===== config.mk =====
export PLATFORM = sky130hd
export DESIGN_NAME = ysyx_22050019_div_issue_flat
export DESIGN_NICKNAME = d
export VERILOG_FILES = /design/src/rtl/ysyx_22050019_div_issue_pkg.sv /design/src/rtl/ysyx_22050019_div_issue_if.sv /design/src/rtl/ysyx_22050019_div_issue.sv /design/src/flat_wrapper.sv
export SDC_FILE = /design/constraint.sdc
export NUM_CORES = 1
export LEC_CHECK = 0
export ABC_CLOCK_PERIOD_IN_PS = 1500
export CAP_MARGIN = 20
export CORE_AREA = 2 2 162 164
export DETAILED_ROUTE_END_ITERATION = 16
export DIE_AREA = 0 0 164 166
export HOLD_SLACK_MARGIN = 0.12
export PLACE_DENSITY = 0.68
export SYNTH_ARGS = -nofsm -noshare
export SYNTH_HDL_FRONTEND = slang
export SYNTH_SLANG_ARGS = --single-unit
export TNS_END_PERCENT = 20

===== constraint.sdc =====
create_clock -name clk -period 1.5 [get_ports clk]
set_input_delay 0.3 -clock clk [delete_from_list [all_inputs] [get_ports clk]]
set_output_delay 0.3 -clock clk [all_outputs]
set_load 0.01 [all_outputs]

===== src/rtl/ysyx_22050019_div_issue_pkg.sv =====
// Shared constants for the divide issue stage: one-hot divider op types, funct3 codes,
// FSM state encoding and the funct3/word to divider-type decoder.
package ysyx_22050019_div_pkg;

   localparam logic [7:0] DivTypeDiv   = 8'h80;
   localparam logic [7:0] DivTypeDivu  = 8'h40;
   localparam logic [7:0] DivTypeDivuw = 8'h20;
   localparam logic [7:0] DivTypeDivw  = 8'h10;
   localparam logic [7:0] DivTypeRem   = 8'h08;
   localparam logic [7:0] DivTypeRemu  = 8'h04;
   localparam logic [7:0] DivTypeRemuw = 8'h02;
   localparam logic [7:0] DivTypeRemw  = 8'h01;

   localparam logic [2:0] Funct3Div  = 3'b100;
   localparam logic [2:0] Funct3Divu = 3'b101;
   localparam logic [2:0] Funct3Rem  = 3'b110;
   localparam logic [2:0] Funct3Remu = 3'b111;

   typedef enum logic [2:0] {
      StIdle,
      StIssue,
      StWait,
      StDone,
      StDrain
   } div_state_e;

   // Returns 0 for any funct3 outside the M-extension divide group.
   function automatic logic [7:0] funct3_to_divtype(input logic [2:0] funct3, input logic word);
      logic [7:0] t;
      t = 8'h00;
      case (funct3)
         Funct3Div:  t = word ? DivTypeDivw  : DivTypeDiv;
         Funct3Divu: t = word ? DivTypeDivuw : DivTypeDivu;
         Funct3Rem:  t = word ? DivTypeRemw  : DivTypeRem;
         Funct3Remu: t = word ? DivTypeRemuw : DivTypeRemu;
         default:    t = 8'h00;
      endcase
      return t;
   endfunction

endpackage


===== src/rtl/ysyx_22050019_div_issue_if.sv =====
// Launch/result bus between the divide issue stage (master) and the divider (slave).
interface ysyx_22050019_div_issue_if #(
   parameter int unsigned XLEN = 64
);
   logic            div_valid;
   logic [7:0]      div_type;
   logic [XLEN-1:0] div_dividend;
   logic [XLEN-1:0] div_divisor;
   logic            div_result_ready;
   logic [XLEN-1:0] div_out;
   logic            div_result_ok;

   modport master (
      output div_valid, div_type, div_dividend, div_divisor, div_result_ready,
      input  div_out, div_result_ok
   );

   modport slave (
      input  div_valid, div_type, div_dividend, div_divisor, div_result_ready,
      output div_out, div_result_ok
   );
endinterface


===== src/rtl/ysyx_22050019_div_issue.sv =====
// Divide issue/collect stage: accepts one request, launches the divider once, returns the result.
// Optional single-entry last-result cache enabled by YSYX_22050019_DIV_CACHE_EN.
module ysyx_22050019_div_issue
   import ysyx_22050019_div_pkg::*;
#(
   parameter int unsigned XLEN  = 64,
   parameter int unsigned TAG_W = 5
) (
   input  logic                               clk,
   input  logic                               rst_n,
   input  logic                               req_valid,
   output logic                               req_ready,
   input  logic [2:0]                         req_funct3,
   input  logic                               req_word,
   input  logic [XLEN-1:0]                    req_rs1,
   input  logic [XLEN-1:0]                    req_rs2,
   input  logic [TAG_W-1:0]                   req_rd,
   input  logic                               flush,
   ysyx_22050019_div_issue_if.master          div_bus,
   output logic                               resp_valid,
   input  logic                               resp_ready,
   output logic [XLEN-1:0]                    resp_data,
   output logic [TAG_W-1:0]                   resp_rd,
   output logic                               busy
);

   div_state_e       state_q;
   logic [7:0]       type_q;
   logic [XLEN-1:0]  rs1_q;
   logic [XLEN-1:0]  rs2_q;
   logic [TAG_W-1:0] rd_q;
   logic [XLEN-1:0]  data_q;

   logic [7:0]       req_type;
   logic             accept;
   logic             cache_hit;
   logic [XLEN-1:0]  cache_data;

   assign req_type = funct3_to_divtype(req_funct3, req_word);

   // A non-divide funct3 is refused outright so it can never reach the divider.
   assign req_ready = (state_q == StIdle) && (!req_valid || req_funct3[2]);
   assign accept    = req_valid && req_ready && !flush;

`ifdef YSYX_22050019_DIV_CACHE_EN
   logic            cache_valid_q;
   logic [7:0]      cache_type_q;
   logic [XLEN-1:0] cache_rs1_q;
   logic [XLEN-1:0] cache_rs2_q;
   logic [XLEN-1:0] cache_result_q;

   assign cache_hit  = cache_valid_q && (cache_type_q == req_type) &&
                       (cache_rs1_q == req_rs1) && (cache_rs2_q == req_rs2);
   assign cache_data = cache_result_q;

   // Filled only by completions that reach DONE; flush leaves the entry intact.
   always_ff @(posedge clk) begin
      if (rst_n) begin
         cache_valid_q  <= 1'b0;
         cache_type_q   <= '0;
         cache_rs1_q    <= '0;
         cache_rs2_q    <= '0;
         cache_result_q <= '0;
      end else if (state_q == StWait && div_bus.div_result_ok && !flush) begin
         cache_valid_q  <= 1'b1;
         cache_type_q   <= type_q;
         cache_rs1_q    <= rs1_q;
         cache_rs2_q    <= rs2_q;
         cache_result_q <= div_bus.div_out;
      end
   end
`else
   assign cache_hit  = 1'b0;
   assign cache_data = '0;
`endif

   always_ff @(posedge clk) begin
      if (rst_n) begin
         state_q <= StIdle;
         type_q  <= '0;
         rs1_q   <= '0;
         rs2_q   <= '0;
         rd_q    <= '0;
         data_q  <= '0;
      end else begin
         case (state_q)
            StIdle: begin
               if (accept) begin
                  type_q <= req_type;
                  rs1_q  <= req_rs1;
                  rs2_q  <= req_rs2;
                  rd_q   <= req_rd;
                  if (cache_hit) begin
                     data_q  <= cache_data;
                     state_q <= StDone;
                  end else begin
                     state_q <= StIssue;
                  end
               end
            end
            // The divider has already sampled the start pulse, so a flush must drain it.
            StIssue: state_q <= flush ? StDrain : StWait;
            StWait: begin
               if (div_bus.div_result_ok) begin
                  if (flush) begin
                     state_q <= StIdle;
                  end else begin
                     data_q  <= div_bus.div_out;
                     state_q <= StDone;
                  end
               end else if (flush) begin
                  state_q <= StDrain;
               end
            end
            StDone: begin
               if (flush || resp_ready) state_q <= StIdle;
            end
            StDrain: begin
               if (div_bus.div_result_ok) state_q <= StIdle;
            end
            default: state_q <= StIdle;
         endcase
      end
   end

   assign div_bus.div_valid        = (state_q == StIssue);
   assign div_bus.div_type         = (state_q == StIssue || state_q == StWait ||
                                      state_q == StDrain) ? type_q : 8'h00;
   assign div_bus.div_dividend     = rs1_q;
   assign div_bus.div_divisor      = rs2_q;
   assign div_bus.div_result_ready = (state_q == StWait) || (state_q == StDrain);

   assign resp_valid = (state_q == StDone);
   assign resp_data  = data_q;
   assign resp_rd    = rd_q;
   assign busy       = (state_q != StIdle);

endmodule


===== src/flat_wrapper.sv =====
// flat-port wrapper written by rule: the top's interface ports become plain ports
module ysyx_22050019_div_issue_flat import ysyx_22050019_div_pkg::*;
#(
   parameter int unsigned XLEN  = 64,
   parameter int unsigned TAG_W = 5
)
  (clk, rst_n, req_valid, req_ready, req_funct3, req_word, req_rs1, req_rs2, req_rd, flush, resp_valid, resp_ready, resp_data, resp_rd, busy, div_bus_div_valid, div_bus_div_type, div_bus_div_dividend, div_bus_div_divisor, div_bus_div_result_ready, div_bus_div_out, div_bus_div_result_ok);
  ysyx_22050019_div_issue_if #(.XLEN(XLEN)) div_bus_i ();
  input  logic clk;
  input  logic rst_n;
  input  logic req_valid;
  output logic req_ready;
  input  logic [2:0] req_funct3;
  input  logic req_word;
  input  logic [XLEN-1:0] req_rs1;
  input  logic [XLEN-1:0] req_rs2;
  input  logic [TAG_W-1:0] req_rd;
  input  logic flush;
  output logic resp_valid;
  input  logic resp_ready;
  output logic [XLEN-1:0] resp_data;
  output logic [TAG_W-1:0] resp_rd;
  output logic busy;
  output wire logic [$bits(div_bus_i.div_valid)-1:0] div_bus_div_valid;
  output wire logic [$bits(div_bus_i.div_type)-1:0] div_bus_div_type;
  output wire logic [$bits(div_bus_i.div_dividend)-1:0] div_bus_div_dividend;
  output wire logic [$bits(div_bus_i.div_divisor)-1:0] div_bus_div_divisor;
  output wire logic [$bits(div_bus_i.div_result_ready)-1:0] div_bus_div_result_ready;
  input wire logic [$bits(div_bus_i.div_out)-1:0] div_bus_div_out;
  input wire logic [$bits(div_bus_i.div_result_ok)-1:0] div_bus_div_result_ok;
  assign div_bus_div_valid = div_bus_i.div_valid;
  assign div_bus_div_type = div_bus_i.div_type;
  assign div_bus_div_dividend = div_bus_i.div_dividend;
  assign div_bus_div_divisor = div_bus_i.div_divisor;
  assign div_bus_div_result_ready = div_bus_i.div_result_ready;
  assign div_bus_i.div_out = div_bus_div_out;
  assign div_bus_i.div_result_ok = div_bus_div_result_ok;
  ysyx_22050019_div_issue #(.XLEN(XLEN), .TAG_W(TAG_W)) u_core (.clk(clk), .rst_n(rst_n), .req_valid(req_valid), .req_ready(req_ready), .req_funct3(req_funct3), .req_word(req_word), .req_rs1(req_rs1), .req_rs2(req_rs2), .req_rd(req_rd), .flush(flush), .div_bus(div_bus_i), .resp_valid(resp_valid), .resp_ready(resp_ready), .resp_data(resp_data), .resp_rd(resp_rd), .busy(busy));
endmodule

==> results_dict.tcl <==
set metrics [dict create \
    outcome "complete, but fails checks" \
    failed_checks "setup timing" \
    power_frac_comb_pct 22.7 \
    worst_slack_ps -379 \
    grt_max_degree 100 \
    synth_nets 1147 \
    post_drt_wl_per_cell_um 17.1 \
    hpwl_um 19300 \
    worstSetupPathType "reg2out" \
    die_w_um 164 \
    drt-initial-drc-count 329 \
    drcViolationCount 0 \
    routabilityCongestion 0.776 \
    timing.fmax_mhz 532 \
    dieArea_mm2 0.0272 \
    numCtsBuffers 24 \
    dp_cells 1672 \
    finalSetupViolCount 219 \
    cp-end-kind "primary output" \
    hp-class "in2reg" \
    pwr-share-seq_pct 38.6 \
    drt_wl_total_um 30000 \
    cell_internal_pwr_mw 11.5 \
    post-place-ws_ps -617 \
    grt_antenna_before_repair 0 \
    root_buffer "clkbuf_16" \
    clkTransAtPathRegs_ps 60 \
    synth_area_mm2 0.00733 \
    syn_to_final_growth_pct 96.1 \
    fin_nets 1607 \
    numPortBuffers 416 \
    detail_route.first_pass.iterations 7 \
    synth_seq_cells 208 \
    cts_tree "done" \
    coreArea_mm2 0.0256 \
    arrival_ps 1580 \
    antennaDiodeCount 0 \
    rsz0062_at_grt "yes" \
    period_minus_slack_ps 1880 \
    p_leak_nw 6.10 \
    startpoint_type "register" \
    maxCapViolations 0 \
    period_share_pct 125 \
    drtAntennaViolNets 0 \
    path_max_fanout 8 \
    ios 417 \
    finalHoldViolCount 0 \
    clock_sinks 208 \
    path_cells "xor2_1, o21ai_1, buf_4, nor2b_1, buf_2" \
    max_slew_margin_pct 57.4 \
    overflow 0 \
    final_cells 1751 \
    netlist-cell-type-count 31 \
    clockPowerShare_pct 38.7 \
    grt_pass1_wl_um 43700 \
    ys.warnings.count 0 \
    worst_pin_slew_ps 639 \
    netlist_instances 940 \
    final_core_util_pct 56.1 \
    start_util_pct 28.6 \
    cp.required_ps 1200 \
    dieHeight_um 166 \
    htreeDepth 1 \
    clock_latency_ps 510 \
    swShare_pct 26.3 \
    slew_viol_final 0 \
    fp-row-count 59 \
    ir_worst_vdd_mv 0.836 \
    viasPerCell 4.63 \
    crit_slowest_cell "dfxtp_4" \
    grt.total_usage_pct 20.1 \
    yosysSeqAreaShare_pct 56.8 \
    skew_ps 13.0 \
    p_sw_mw 4.10 \
    drive_above_1_share_pct 23.4 \
    clock_path_buffers 3 \
    p_per_area_mw_per_mm2 1080 \
    first_global_vias 8142 \
    slowest_delay_ps 390 \
    worst_hold_slack_ps 236 \
    num_vias 8103 \
    setup_tns_ps -49490 \
    synth_area_per_cell_um2 7.80 \
]
[flip-flops by register name (all words and copies together) (netlist names)]
signal and flops:
u_core.resp_data 64, u_core.resp_rd 5, u_core.state_q 3, u_core.div_bus.div_divisor 64
u_core.div_bus.div_dividend 64, u_core.type_q 8
[repair_timing]
item / in CTS / in global routing
pin swaps: 5 / 82
setup endpoints to repair: 416 / 243
resized for setup: 302 / 294
hold buffers: 0 / 0
cloned: 16 / 6
setup buffers: 8 / 15
[stage by stage]
step / power [mW] / area [um2]
after global placement: 8.77 / 12200
after floorplan: 7.10 / 7400
after detailed placement: 8.80 / 12200
final: 15.6 / 14400
after global routing: 16.2 / 14400
after CTS: 15.3 / 13400
[cell type report]
class                   count  area [um2]
flip-flops and latches    208        4180
inverters                   2        7.51
multi-input cells         660        3650
clock buffers              34         729
well taps                 335         419
clock inverters             8        92.6
repair buffers            504        5290
fillers                  2316       11200
[synth_stat cells (all sizes together)]
cell type,count,share of area [%]
nand2,405,21
dfxtp,208,57
a21oi,207,14
clkbuf,58,3.0
buf,13,0.82
nor2b,8,0.68
or3,7,0.60
nand2b,5,0.43
o21ai,4,0.27
inv,2,0.10
nand3,2,0.14
nor2,2,0.10
nor3,2,0.20
nor3b,2,0.27
or4,2,0.20
a2111oi,1,0.12
a211oi,1,0.10
a311oi,1,0.12
a41o,1,0.14
and3,1,0.085
mux2i,1,0.14
nand3b,1,0.10
nand4b,1,0.12
o21bai,1,0.10
or3b,1,0.12
or4b,1,0.14
xnor2,1,0.12
xor2,1,0.12
[power groups by stage]
stage / Combinational [mW] / Clock, mW / Sequential, mW
final: 3.54 / 6.02 / 6.00
after floorplan: 0.926 / 0 / 6.17
after detailed placement: 2.72 / 0 / 6.08
after CTS: 3.11 / 6.20 / 5.96
after global placement: 2.70 / 0 / 6.07
after global routing: 3.79 / 6.39 / 6.03
[final timing paths]
| kind | to | slack (ps) | cells past startpoint | startpoint |
|---|---|---|---|---|
| setup reg to reg | u_core.div_bus.div_divisor[4]$_SDFFE_PP0P_ | -380 | 11 | u_core.state_q[0]$_SDFFE_PP0P_ |
| hold / removal | u_core.state_q[0]$_SDFFE_PP0P_ | 240 | 3 | rst_n |
| setup / recovery | div_bus_div_type[1] | -380 | 5 | u_core.state_q[0]$_SDFFE_PP0P_ |
| hold reg to reg | u_core.div_bus.div_divisor[49]$_SDFFE_PP0P_ | 450 | 2 | u_core.div_bus.div_divisor[49]$_SDFFE_PP0P_ |
[worst max-delay path: cells and delay by family (launching register included)]
family                 cells  cell delay, ps
flip-flops                 1             390
buffers and inverters      2             320
XOR/XNOR                   1             150
AND/OR/NAND/NOR            1             120
AO/OA/AOI/OAI              1              80
[cell families (layout without fill, tap and decap cells)]
logic type,after synthesis,after routing,share of synthesized area (%)
flip-flops,208,208,56.8
XOR/XNOR,2,2,0.239
AO/OA/AOI/OAI,216,216,15.0
multiplexers,1,1,0.137
buffers and inverters,73,548,3.89
AND/OR/NAND/NOR,440,441,23.9
[metal layers]
layer	vias to the layer above	GRT usage, %	part of all wire [%]
li1	3967	-	-
met1	3731	23.3	40
met2	338	35.0	48
met3	67	6.14	8.8
met4	0	6.79	3.4
met5	-	0	0
[layout by cell type, fill, tap and decap left out, drive strengths merged]
master,synthesis,layout
a2111oi,1,1
a211oi,1,1
a21oi,207,207
a311oi,1,1
a41o,1,1
and3,1,1
buf,13,97
bufinv,0,2
clkbuf,58,48
clkdlybuf4s15,0,28
clkdlybuf4s50,0,205
clkinv,0,5
clkinvlp,0,1
dfxtp,208,208
dlygate4sd2,0,145
dlymetal6s2s,0,15
inv,2,2
mux2i,1,1
nand2,405,405
nand2b,5,5
nand3,2,2
nand3b,1,1
nand4b,1,1
nor2,2,2
nor2b,8,8
nor3,2,2
nor3b,2,2
o21ai,4,4
o21bai,1,1
or3,7,7
or3b,1,2
or4,2,2
or4b,1,1
xnor2,1,1
xor2,1,1
(Power assumes the default switching activity.)
